File: config.mk
export PLATFORM = sky130hd
export DESIGN_NAME = ref_pix_ar_scheduler
export DESIGN_NICKNAME = d
export VERILOG_FILES = /design/src/rtl/ref_pix_ar_scheduler.sv
export SDC_FILE = /design/constraint.sdc
export NUM_CORES = 1
export LEC_CHECK = 0
export BUFFER_PORTS_ARGS = -buffer_cell sky130_fd_sc_hd__buf_2
export CAP_MARGIN = 20
export CORE_MARGIN = 4
export CORE_UTILIZATION = 23
export DETAILED_ROUTE_END_ITERATION = 7
export HOLD_SLACK_MARGIN = 0.03
export PLACE_DENSITY_LB_ADDON = 0.2
export RECOVER_POWER = 50
export SETUP_SLACK_MARGIN = 0.5
export SKIP_LAST_GASP = 1
export SLEW_MARGIN = 30
export SYNTH_ARGS = -nofsm -noshare
export SYNTH_HDL_FRONTEND = slang
export SYNTH_SLANG_ARGS = --single-unit
File: constraint.sdc
create_clock -name clk_i -period 7.55 [get_ports clk_i]
set_input_delay 1.51 -clock clk_i [delete_from_list [all_inputs] [get_ports clk_i]]
set_output_delay 1.51 -clock clk_i [all_outputs]
set_load 0.05 [all_outputs]
File: src/rtl/ref_pix_ar_scheduler.sv
// ---------------------------------------------------------------------------
// ref_pix_ar_scheduler
//
// Issues AXI read-address requests for reference-pixel cache-line misses.
// Miss addresses are popped from the AR-address FIFO that the tag-compare
// stage fills, then presented on the AXI AR channel. A credit counter caps
// the number of bursts in flight. A flush/drain handshake lets the pipeline
// quiesce memory traffic before a ref-picture switch or a cache reset.
//
// Ports
//   clk_i              clock, rising edge
//   reset_ni           asynchronous reset, active low
//   ar_fifo_empty_i    miss FIFO empty
//   ar_fifo_rd_en_o    one-cycle pop strobe to the miss FIFO
//   ar_fifo_dout_i     FIFO data, valid the cycle after the pop strobe
//   axi_arvalid_o      AXI AR valid
//   axi_araddr_o       AXI AR address
//   axi_arlen_o        AXI AR burst length (BURST_LEN-1, constant)
//   axi_arready_i      AXI AR ready
//   r_last_hs_i        rvalid & rready & rlast of the ref-pix R channel
//   flush_req_i        level request: stop issuing and drain
//   flush_done_o       draining, nothing in flight, no AR pending
//   outstanding_cnt_o  bursts in flight
//   sched_idle_o       FSM idle and nothing in flight
//   credit_err_o       sticky: R last beat arrived with nothing in flight
//
// State table
//   state    | meaning
//   ST_IDLE  | waiting for a miss with a free credit, or for a flush
//   ST_LOAD  | FIFO data valid this cycle; capture it into the AR register
//   ST_ISSUE | AR presented, waiting for arready
//   ST_DRAIN | flush requested; no pops, no issue, wait for R returns
// ---------------------------------------------------------------------------
module ref_pix_ar_scheduler #(
   parameter int AXI_ADDR_WDTH   = 32,
   parameter int MAX_OUTSTANDING = 4,
   parameter int BURST_LEN       = 8,
   parameter int OUT_CNT_WDTH    = 4
) (
   input  logic                     clk_i,
   input  logic                     reset_ni,
   input  logic                     ar_fifo_empty_i,
   output logic                     ar_fifo_rd_en_o,
   input  logic [AXI_ADDR_WDTH-1:0] ar_fifo_dout_i,
   output logic                     axi_arvalid_o,
   output logic [AXI_ADDR_WDTH-1:0] axi_araddr_o,
   output logic [7:0]               axi_arlen_o,
   input  logic                     axi_arready_i,
   input  logic                     r_last_hs_i,
   input  logic                     flush_req_i,
   output logic                     flush_done_o,
   output logic [OUT_CNT_WDTH-1:0]  outstanding_cnt_o,
   output logic                     sched_idle_o,
   output logic                     credit_err_o
);

   typedef enum logic [1:0] {
      ST_IDLE  = 2'd0,
      ST_LOAD  = 2'd1,
      ST_ISSUE = 2'd2,
      ST_DRAIN = 2'd3
   } state_e;

   localparam logic [OUT_CNT_WDTH:0]   MAX_C   = (OUT_CNT_WDTH+1)'(MAX_OUTSTANDING);
   localparam logic [OUT_CNT_WDTH:0]   ONE_X_C = {{OUT_CNT_WDTH{1'b0}}, 1'b1};
   localparam logic [OUT_CNT_WDTH-1:0] ONE_C   = {{(OUT_CNT_WDTH-1){1'b0}}, 1'b1};
   localparam logic [7:0]              ARLEN_C = 8'(BURST_LEN - 1);

   state_e                     state_q, state_d;
   logic [OUT_CNT_WDTH-1:0]    cnt_q, cnt_d;
   logic                       arvalid_q, arvalid_d;
   logic [AXI_ADDR_WDTH-1:0]   araddr_q, araddr_d;
   logic                       credit_err_q, credit_err_d;
   logic                       rd_en;

   logic                       ar_hs;
   logic                       r_dec;
   logic [OUT_CNT_WDTH:0]      cnt_ext;
   logic [OUT_CNT_WDTH:0]      cnt_plus1;
   logic                       can_pop_idle;
   logic                       can_pop_issue;

   assign ar_hs     = arvalid_q & axi_arready_i;
   // An R last beat with nothing in flight is an error, not a credit return.
   assign r_dec     = r_last_hs_i & (cnt_q != '0);
   assign cnt_ext   = {1'b0, cnt_q};
   assign cnt_plus1 = cnt_ext + ONE_X_C;

   // A pop reserves the credit for the AR it will produce. From ISSUE the
   // AR being handshaken already holds one, so the next pop needs count+1.
   assign can_pop_idle  = cnt_ext < MAX_C;
   assign can_pop_issue = cnt_plus1 < MAX_C;

   always_comb begin
      cnt_d        = cnt_q;
      credit_err_d = credit_err_q;
      if (ar_hs && !r_dec) begin
         cnt_d = cnt_q + ONE_C;
      end else if (!ar_hs && r_dec) begin
         cnt_d = cnt_q - ONE_C;
      end
      if (r_last_hs_i && (cnt_q == '0)) begin
         credit_err_d = 1'b1;
      end
   end

   always_comb begin
      state_d   = state_q;
      rd_en     = 1'b0;
      arvalid_d = arvalid_q;
      araddr_d  = araddr_q;
      unique case (state_q)
         ST_IDLE: begin
            if (flush_req_i) begin
               state_d = ST_DRAIN;
            end else if (!ar_fifo_empty_i && can_pop_idle) begin
               rd_en   = 1'b1;
               state_d = ST_LOAD;
            end
         end
         ST_LOAD: begin
            araddr_d  = ar_fifo_dout_i;
            arvalid_d = 1'b1;
            state_d   = ST_ISSUE;
         end
         ST_ISSUE: begin
            // A loaded AR is never withdrawn; a flush only takes effect
            // once it has been accepted.
            if (ar_hs) begin
               arvalid_d = 1'b0;
               if (flush_req_i) begin
                  state_d = ST_DRAIN;
               end else if (!ar_fifo_empty_i && can_pop_issue) begin
                  rd_en   = 1'b1;
                  state_d = ST_LOAD;
               end else begin
                  state_d = ST_IDLE;
               end
            end
         end
         ST_DRAIN: begin
            if (!flush_req_i) begin
               state_d = ST_IDLE;
            end
         end
         default: begin
            state_d = ST_IDLE;
         end
      endcase
   end

   always_ff @(posedge clk_i or negedge reset_ni) begin
      if (!reset_ni) begin
         state_q      <= ST_IDLE;
         cnt_q        <= '0;
         arvalid_q    <= 1'b0;
         araddr_q     <= '0;
         credit_err_q <= 1'b0;
      end else begin
         state_q      <= state_d;
         cnt_q        <= cnt_d;
         arvalid_q    <= arvalid_d;
         araddr_q     <= araddr_d;
         credit_err_q <= credit_err_d;
      end
   end

   assign ar_fifo_rd_en_o   = rd_en;
   assign axi_arvalid_o     = arvalid_q;
   assign axi_araddr_o      = araddr_q;
   assign axi_arlen_o       = ARLEN_C;
   assign outstanding_cnt_o = cnt_q;
   assign credit_err_o      = credit_err_q;
   assign flush_done_o      = (state_q == ST_DRAIN) && (cnt_q == '0) && !arvalid_q;
   assign sched_idle_o      = (state_q == ST_IDLE) && (cnt_q == '0);

endmodule
# Word-level counts from Yosys, hierarchy flattened
# Index checks and enable logic that the tools add are counted.
# totals
romBits	0
inputBits	38
n_memories	0
ram_bits	0
output_inout_bits	49
wordCells	54
latch_bits	0
regBits	40
# op_classes
n_reduce_logical	19
n_lt_le_gt_ge	2
n_div	0
shifts	0
mux	17
mul	0
n_addsub	3
bitwise	2
n_eq_ne	6
# ops
cell	count
two-way mux 2 bit	5
logical AND 1 bit	8
two-way mux 4 bit	2
case mux 2 bit (4 select lines)	1
two-way mux 1 bit	7
adder 4 x 1 -> 5 bit, second input constant	1
< comparator 5 x 3 -> 1 bit, second input constant	1
adder 4 x 1 -> 4 bit, second input constant	1
equality test 2 bit, second input constant	2
zero test 1 bit	4
zero test 4 bit	1
< comparator 4 x 3 -> 1 bit, second input constant	1
inequality test 2 bit, second input constant	2
case mux 1 bit (2 select lines)	2
nonzero test 2 bit	2
nonzero test 4 bit	1
subtractor 4 x 1 -> 4 bit, second input constant	1
inequality test 3 bit, second input constant	1
AND reduction 3 bit	1
bitwise AND 1 bit	2
equality test 2 x 1 -> 1 bit, second input constant	1
zero test 2 bit	1
AND reduction 2 bit	1

# Logic depth before layout (Yosys ltp)
# Gate-level depths: netlist of the first run.
# logic_depth
depth_word	7
mapped_depth	8
depth_no_buf	8

# Worst setup path after synthesis of the first run
# Ideal clock, no wire load.
# synth_path
path_type	input to output
from	input ar_fifo_empty_i
to	output ar_fifo_rd_en_o
arrival_ns	2.971
path_slack_ns	3.069
n_path_buf	0
stages	2
required_time_ns	6.040
path_cell_list	or3_1 a2111oi_2
# synth_via
elab_chain_cells	6
elab_cells_between_ends	9
classes_between	mux (6); reduce/logical (3)
# synth_rtl
element	line	rtl
start: declaration	42	input logic ar_fifo_empty_i,
zero test 1 bit *	116, 133	
logical AND 1 bit	133	end else if (!ar_fifo_empty_i && can_pop_issue) begin
two-way mux 1 bit	133	
two-way mux 1 bit	131	if (flush_req_i) begin
two-way mux 1 bit	129	if (ar_hs) begin
case mux 1 bit (2 select lines) *	112	unique case (state_q)
end: declaration	43	output logic ar_fifo_rd_en_o,
# Mark *: on every way between the ends. The rest lies on a longest branch, timed or not.

# Worst setup path after layout of the first run
# Ends and elaborated chain as after synthesis.

==> results.cfg, run 1 <==
[die]
dieHeight_um = 99.80
boundaryPins = 87
die_x_um = 99.80
core_um2 = 8217
dieArea_um2 = 9959
rows = 33
initial_core_util_pct = 23.59

[synth]
synth_edf_count = 0
ys_seq_area_share_pct = 51.65
synth_flop_cell = dfrtp_1
yosys_warnings = 0
synthArstFlopShare_pct = 100.0
synth_cell_types = 34
ys_ff_latch = 40
synth.cell_area_um2 = 1938
yosys-top-cells-area = dfrtp_1, mux2_4, buf_12, buf_4, mux2_2
yosysTopAreaCellShare_pct = 51.65
yosys.area.top_type = dfrtp_1
synth_cells = 132
synth.avg_cell_area_um2 = 14.68

[worst_setup_path]
cp_data_arrival_time_ns = 2.57
worstSetupPathType = input pin to output port
r2r_setup_slack_ns = 4.46
crit_required_ns = 6.04
cp_max_fo = 2
rr_worst_depth = 3
start_kind = input pin
r2r_start = state_q[0]$_DFFE_PN0P_
timing.rr.end = axi_araddr_o[8]$_DFFE_PN0P_
crit_path_end_kind = output port

[drt]
drtIter0Drc = 12
wire_per_inst_um = 12.49
drc_errors = 0
drt.antenna.violating_nets = 0
vias_per_cell = 4.016
wirelength_um = 3971
first_pass_iters = 4
vias = 1277

[place]
place_inst = 310
dp_hpwl_um = 2969
gp_congestion = 0.6728
port-buffer-count = 78

[timing]
fin_crit_sh_pct = 54.08
tns_ns = 0
tightest_slew_ns = 1.653
skew_ns = 0.006482
setup_viol_count_final = 0
final_hold_viol_count = 0
min_period_ns = 4.083
fmax_mhz = 244.9
finalMaxSlewViolations = 25
relSlewSlack_pct = -10.19
holdWs_ns = 0.4707
rsz0062_at_grt = false

[hold_path]
hold_depth = 1
whs_endpoint = credit_err_o$_DFFE_PN0P_
worstHoldStart = credit_err_o$_DFFE_PN0P_
min-delay-path-class = flop to flop

[grt]
antenna_found_initial = 0
gr-usage-all-layers_pct = 8.263
grt_max_degree = 25
grt_pass1_vias = 1365
grt-ovfl-total = 0
grt_pass1_wl_um = 6568

[cts]
clockBufferDepth = 2
post_cts_buffers = 0
clk_latency_ns = 0.29
root_buffer = clkbuf_8
clkTransAtPathRegs_ns = 0.07
cts_buffers = 5
cts.sinks = 40
cts_resized = 0
htree_levels = 2
cts_hold_buffers = 0
cts_tree = built

[status]
violations = capacitance limit, slew limit
outcome = complete, but fails checks

[finish]
seq_area_um2 = 1001
post-route-util_pct = 29.07
multi_input_area_um2 = 749.5
syn_to_final_growth_pct = 23.24
fillers = 894
n_antenna_cell = 0
layout-drive-gt1-share_pct = 49.30
nets = 254
fin_cells = 318

[power_and_ir_drop]
ir_worst_vdd_mv = 0.1734
power-per-cell-area_nw_per_um2 = 509.7
p_leak_nw = 1.154

[flow_run]
drv_cap = 1
==> synth_stat cells (2+ instances only) <==
cell type / n
ha_1: 3
conb_1: 2
buf_12: 3
mux2_4: 28
o211ai_1: 2
dfrtp_1: 40
nand3_1: 2
a21oi_1: 3
mux2_2: 5
buf_4: 8
inv_1: 4
or3_1: 2
nand2_1: 7
nor3_1: 2
xnor2_1: 2
==> worst max-delay path by stage <==
stage	start	end	cells after the start
floorplan	ar_fifo_empty_i	ar_fifo_rd_en_o	2
global placement	ar_fifo_empty_i	ar_fifo_rd_en_o	4
detailed placement	ar_fifo_empty_i	ar_fifo_rd_en_o	4
CTS	ar_fifo_empty_i	ar_fifo_rd_en_o	4
global route	ar_fifo_empty_i	ar_fifo_rd_en_o	4
finish	ar_fifo_empty_i	ar_fifo_rd_en_o	4
==> sequential cells by signal, summed over array words and instances (netlist names) <==
signal             count
axi_araddr_o          32
axi_arvalid_o          1
credit_err_o           1
outstanding_cnt_o      4
state_q                2
==> power by group <==
part	internal, mW	total (mW)	switching, mW
combinational	0.201	0.682	0.480
sequential	0.316	0.384	0.0685
clock	0.0740	0.152	0.0775
==> per-stage QoR <==
step           cell area (um2)  power, mW  setup WS, ns
5_1_grt                   2389      1.292         3.413
6_report                  2389      1.217         3.467
4_1_cts                   2476      1.280         3.449
3_3_place_gp              2359      1.115         3.462
3_5_place_dp              2379      1.116         3.458
2_1_floorplan             1961     0.9641         3.070
==> critical path, cell delays in order <==
cell and delay (ns):
buf_2 0.09, or3_1 0.33, a2111oi_2 0.32, buf_2 0.31
==> per-layer routing <==
| metal | global-route usage (%) | wire length, um | vias to the layer above |
|---|---|---|---|
| li1 | - | - | 606 |
| met1 | 11.12 | 1858 | 606 |
| met2 | 12.62 | 1667 | 61 |
| met3 | 2.502 | 404 | 4 |
| met4 | 2.836 | 41 | 0 |
| met5 | 0 | 0 | - |
==> layout by cell type (no fill, tap or decap), types with 2 or more instances in the layout <==
cell type	n
ha_1	3
mux2_1	15
clkinvlp_4	2
o211ai_1	2
conb_1	8
a21oi_1	3
nand2_1	7
buf_2	75
inv_1	4
or3_1	2
xnor2_1	2
nor3_1	2
mux2_2	5
dfrtp_1	40
nand3_1	2
clkbuf_1	5
clkbuf_8	6
mux2_4	13
==> logic make-up (layout without fill, tap and decap cells) <==
| family | after synthesis | after routing | synth area share [%] |
|---|---|---|---|
| AO/OA/AOI/OAI | 13 | 13 | 5.164 |
| XOR/XNOR | 2 | 2 | 0.9040 |
| adder cells (fa/ha/maj) | 4 | 4 | 2.970 |
| buffers and inverters | 17 | 92 | 7.811 |
| flip-flops | 40 | 40 | 51.65 |
| multiplexers | 34 | 34 | 25.11 |
| other | 2 | 8 | 0.3875 |
| AND/OR/NAND/NOR | 20 | 20 | 6.004 |
==> cell type report <==
class | instances | share of cell area, %
well taps | 105 | 5.500
multi-input cells | 81 | 31.38
clock buffers | 6 | 3.457
repair buffers | 80 | 16.50
clock inverters | 2 | 0.6286
flip-flops and latches | 40 | 41.91
inverters | 4 | 0.6286
Power figures use the tool's default switching activity.
==> run 2, diff against run 1 <==
- clock period: 7.55 -> 3.75 ns (I/O delays scaled with it)
==> results.cfg, run 2 (synthesized netlist as in run 1, its figures left out) <==
[drt]
vias = 1256
first_pass_iters = 4
vias_per_cell = 3.962
wire_per_inst_um = 12.87
drtIter0Drc = 29
wirelength_um = 4081
drt.antenna.violating_nets = 0
drc_errors = 0

[worst_setup_path]
cp_data_arrival_time_ns = 2.87
r2r_start = outstanding_cnt_o[3]$_DFFE_PN0P_
cp_max_fo = 6
rr_worst_depth = 8
r2r_setup_slack_ns = 1.06
timing.rr.end = outstanding_cnt_o[3]$_DFFE_PN0P_
crit_start = outstanding_cnt_o[3]$_DFFE_PN0P_
crit_required_ns = 3.92
start_kind = flop
crit_path_end_kind = flop
worstSetupPathType = flop to flop

[power_and_ir_drop]
p_sw_mw = 1.278
ir_worst_vdd_mv = 0.4434
power.internal_mw = 1.278
switching_share_pct = 50.02
seqPwrFrac_pct = 30.4
power-per-cell-area_nw_per_um2 = 1045
pwr-share-comb_pct = 55.6
p_leak_nw = 1.150
clkPwrFrac_pct = 14.0

[hold_path]
hold_depth = 1
worstHoldStart = credit_err_o$_DFFE_PN0P_
whs_endpoint = credit_err_o$_DFFE_PN0P_
min-delay-path-class = flop to flop

[cts]
post_cts_buffers = 0
clockBufferDepth = 2
cts_tree = built
cts_resized = 0
clkTransAtPathRegs_ns = 0.08
cts_hold_buffers = 0
clk_latency_ns = 0.29
htree_levels = 2
root_buffer = clkbuf_8
cts_buffers = 5
cts.sinks = 40

[timing]
finalMaxSlewViolations = 41
fin_crit_sh_pct = 71.85
skew_ns = 0.01041
tns_ns = 0
tightest_slew_ns = 2.247
holdWs_ns = 0.4868
min_period_ns = 2.694
fmax_mhz = 371.2
setup_viol_count_final = 0
final_hold_viol_count = 0
rsz0062_at_grt = false
relSlewSlack_pct = -49.81

[die]
rows = 33
boundaryPins = 87
die_x_um = 99.80
dieArea_um2 = 9959
initial_core_util_pct = 23.59
core_um2 = 8217
dieHeight_um = 99.80

[flow_run]
drv_cap = 1

[grt]
antenna_found_initial = 0
gr-usage-all-layers_pct = 8.121
grt_pass1_vias = 1262
grt_max_degree = 41
grt_pass1_wl_um = 6327
grt-ovfl-total = 0

[finish]
layout_commonest_cell = buf_2
final_cell_mix = buf_2, dfrtp_1, mux2_4
layout-drive-gt1-share_pct = 49.53
syn_to_final_growth_pct = 26.21
fin_cells = 317
design_area_um2 = 2446
fillers = 843
multi_input_area_um2 = 809.5
post-route-util_pct = 29.77
nets = 253
seq_area_um2 = 1001
n_antenna_cell = 0
largest_reg_flops = 32

[place]
dp_hpwl_um = 2901
place_area_um2 = 2361
gp_congestion = 0.7486
place_inst = 309
port-buffer-count = 78

[status]
violations = capacitance limit, slew limit
outcome = complete, but fails checks
-- run 2: changes by cell type in the layout (fill, tap and decap cells not counted) --
cell / previous run / this run
buf_4: 0 / 1
or4_4: 1 / 0
mux2_4: 13 / 28
clkbuf_8: 6 / 5
nor2b_4: 0 / 1
bufinv_16: 0 / 1
or4_1: 1 / 2
nor2b_1: 1 / 0
buf_2: 75 / 59
clkbuf_1: 5 / 19
clkinvlp_4: 2 / 1
mux2_1: 15 / 0
inv_6: 0 / 1
-- run 2: worst max-delay path, cell delays in order, from the launching register on --
cell      delay [ns]
dfrtp_1         0.44
or4_1           0.63
nand2_1         0.11
ha_1            0.24
inv_1           0.12
ha_1            0.35
or4_1           0.48
o211ai_1        0.10
o211ai_1        0.09
-- run 2: power groups by stage --
stage                     Sequential, mW  Clock [mW]  Combinational [mW]
after detailed placement           0.782           0                1.46
after global routing               0.814       0.397                1.49
final                              0.777       0.357                1.42
after CTS                          0.778       0.384                1.46
after global placement             0.783           0                1.46
after floorplan                     1.47           0               0.473
-- run 2: metal layers --
metal / up-vias / routed length, um / GRT usage [%]
met3: 0 / 401 / 2.710
met4: 0 / 0 / 2.836
li1: 601 / - / -
met5: - / 0 / 0
met2: 64 / 1581 / 11.03
met1: 591 / 2098 / 11.92
-- run 2: cell type report --
cell class	count	share of cell area, %
Sequential cell	40	40.92
Multi-Input combinational cell	81	33.09
Timing Repair Buffer	79	15.29
Tap cell	105	5.371
Clock buffer	5	2.813
Clock inverter	3	1.893
Inverter	4	0.6138
-- run 2: worst max-delay path by stage --
stage | slack (ns) | cells past startpoint | to
after global placement | 1.16 | 8 | outstanding_cnt_o[3]$_DFFE_PN0P_
after floorplan | 0.73 | 2 | sched_idle_o
after CTS | 1.11 | 8 | outstanding_cnt_o[3]$_DFFE_PN0P_
final | 1.06 | 8 | outstanding_cnt_o[3]$_DFFE_PN0P_
after detailed placement | 1.12 | 8 | outstanding_cnt_o[3]$_DFFE_PN0P_
after global routing | 0.81 | 1 | axi_araddr_o[8]$_DFFE_PN0P_
-- run 2: through the flow --
step	power [mW]	setup WS [ns]
after floorplan	1.941	0.7286
after global placement	2.246	1.156
after detailed placement	2.242	1.121
after CTS	2.626	1.112
after global routing	2.698	0.8148
final	2.556	1.056
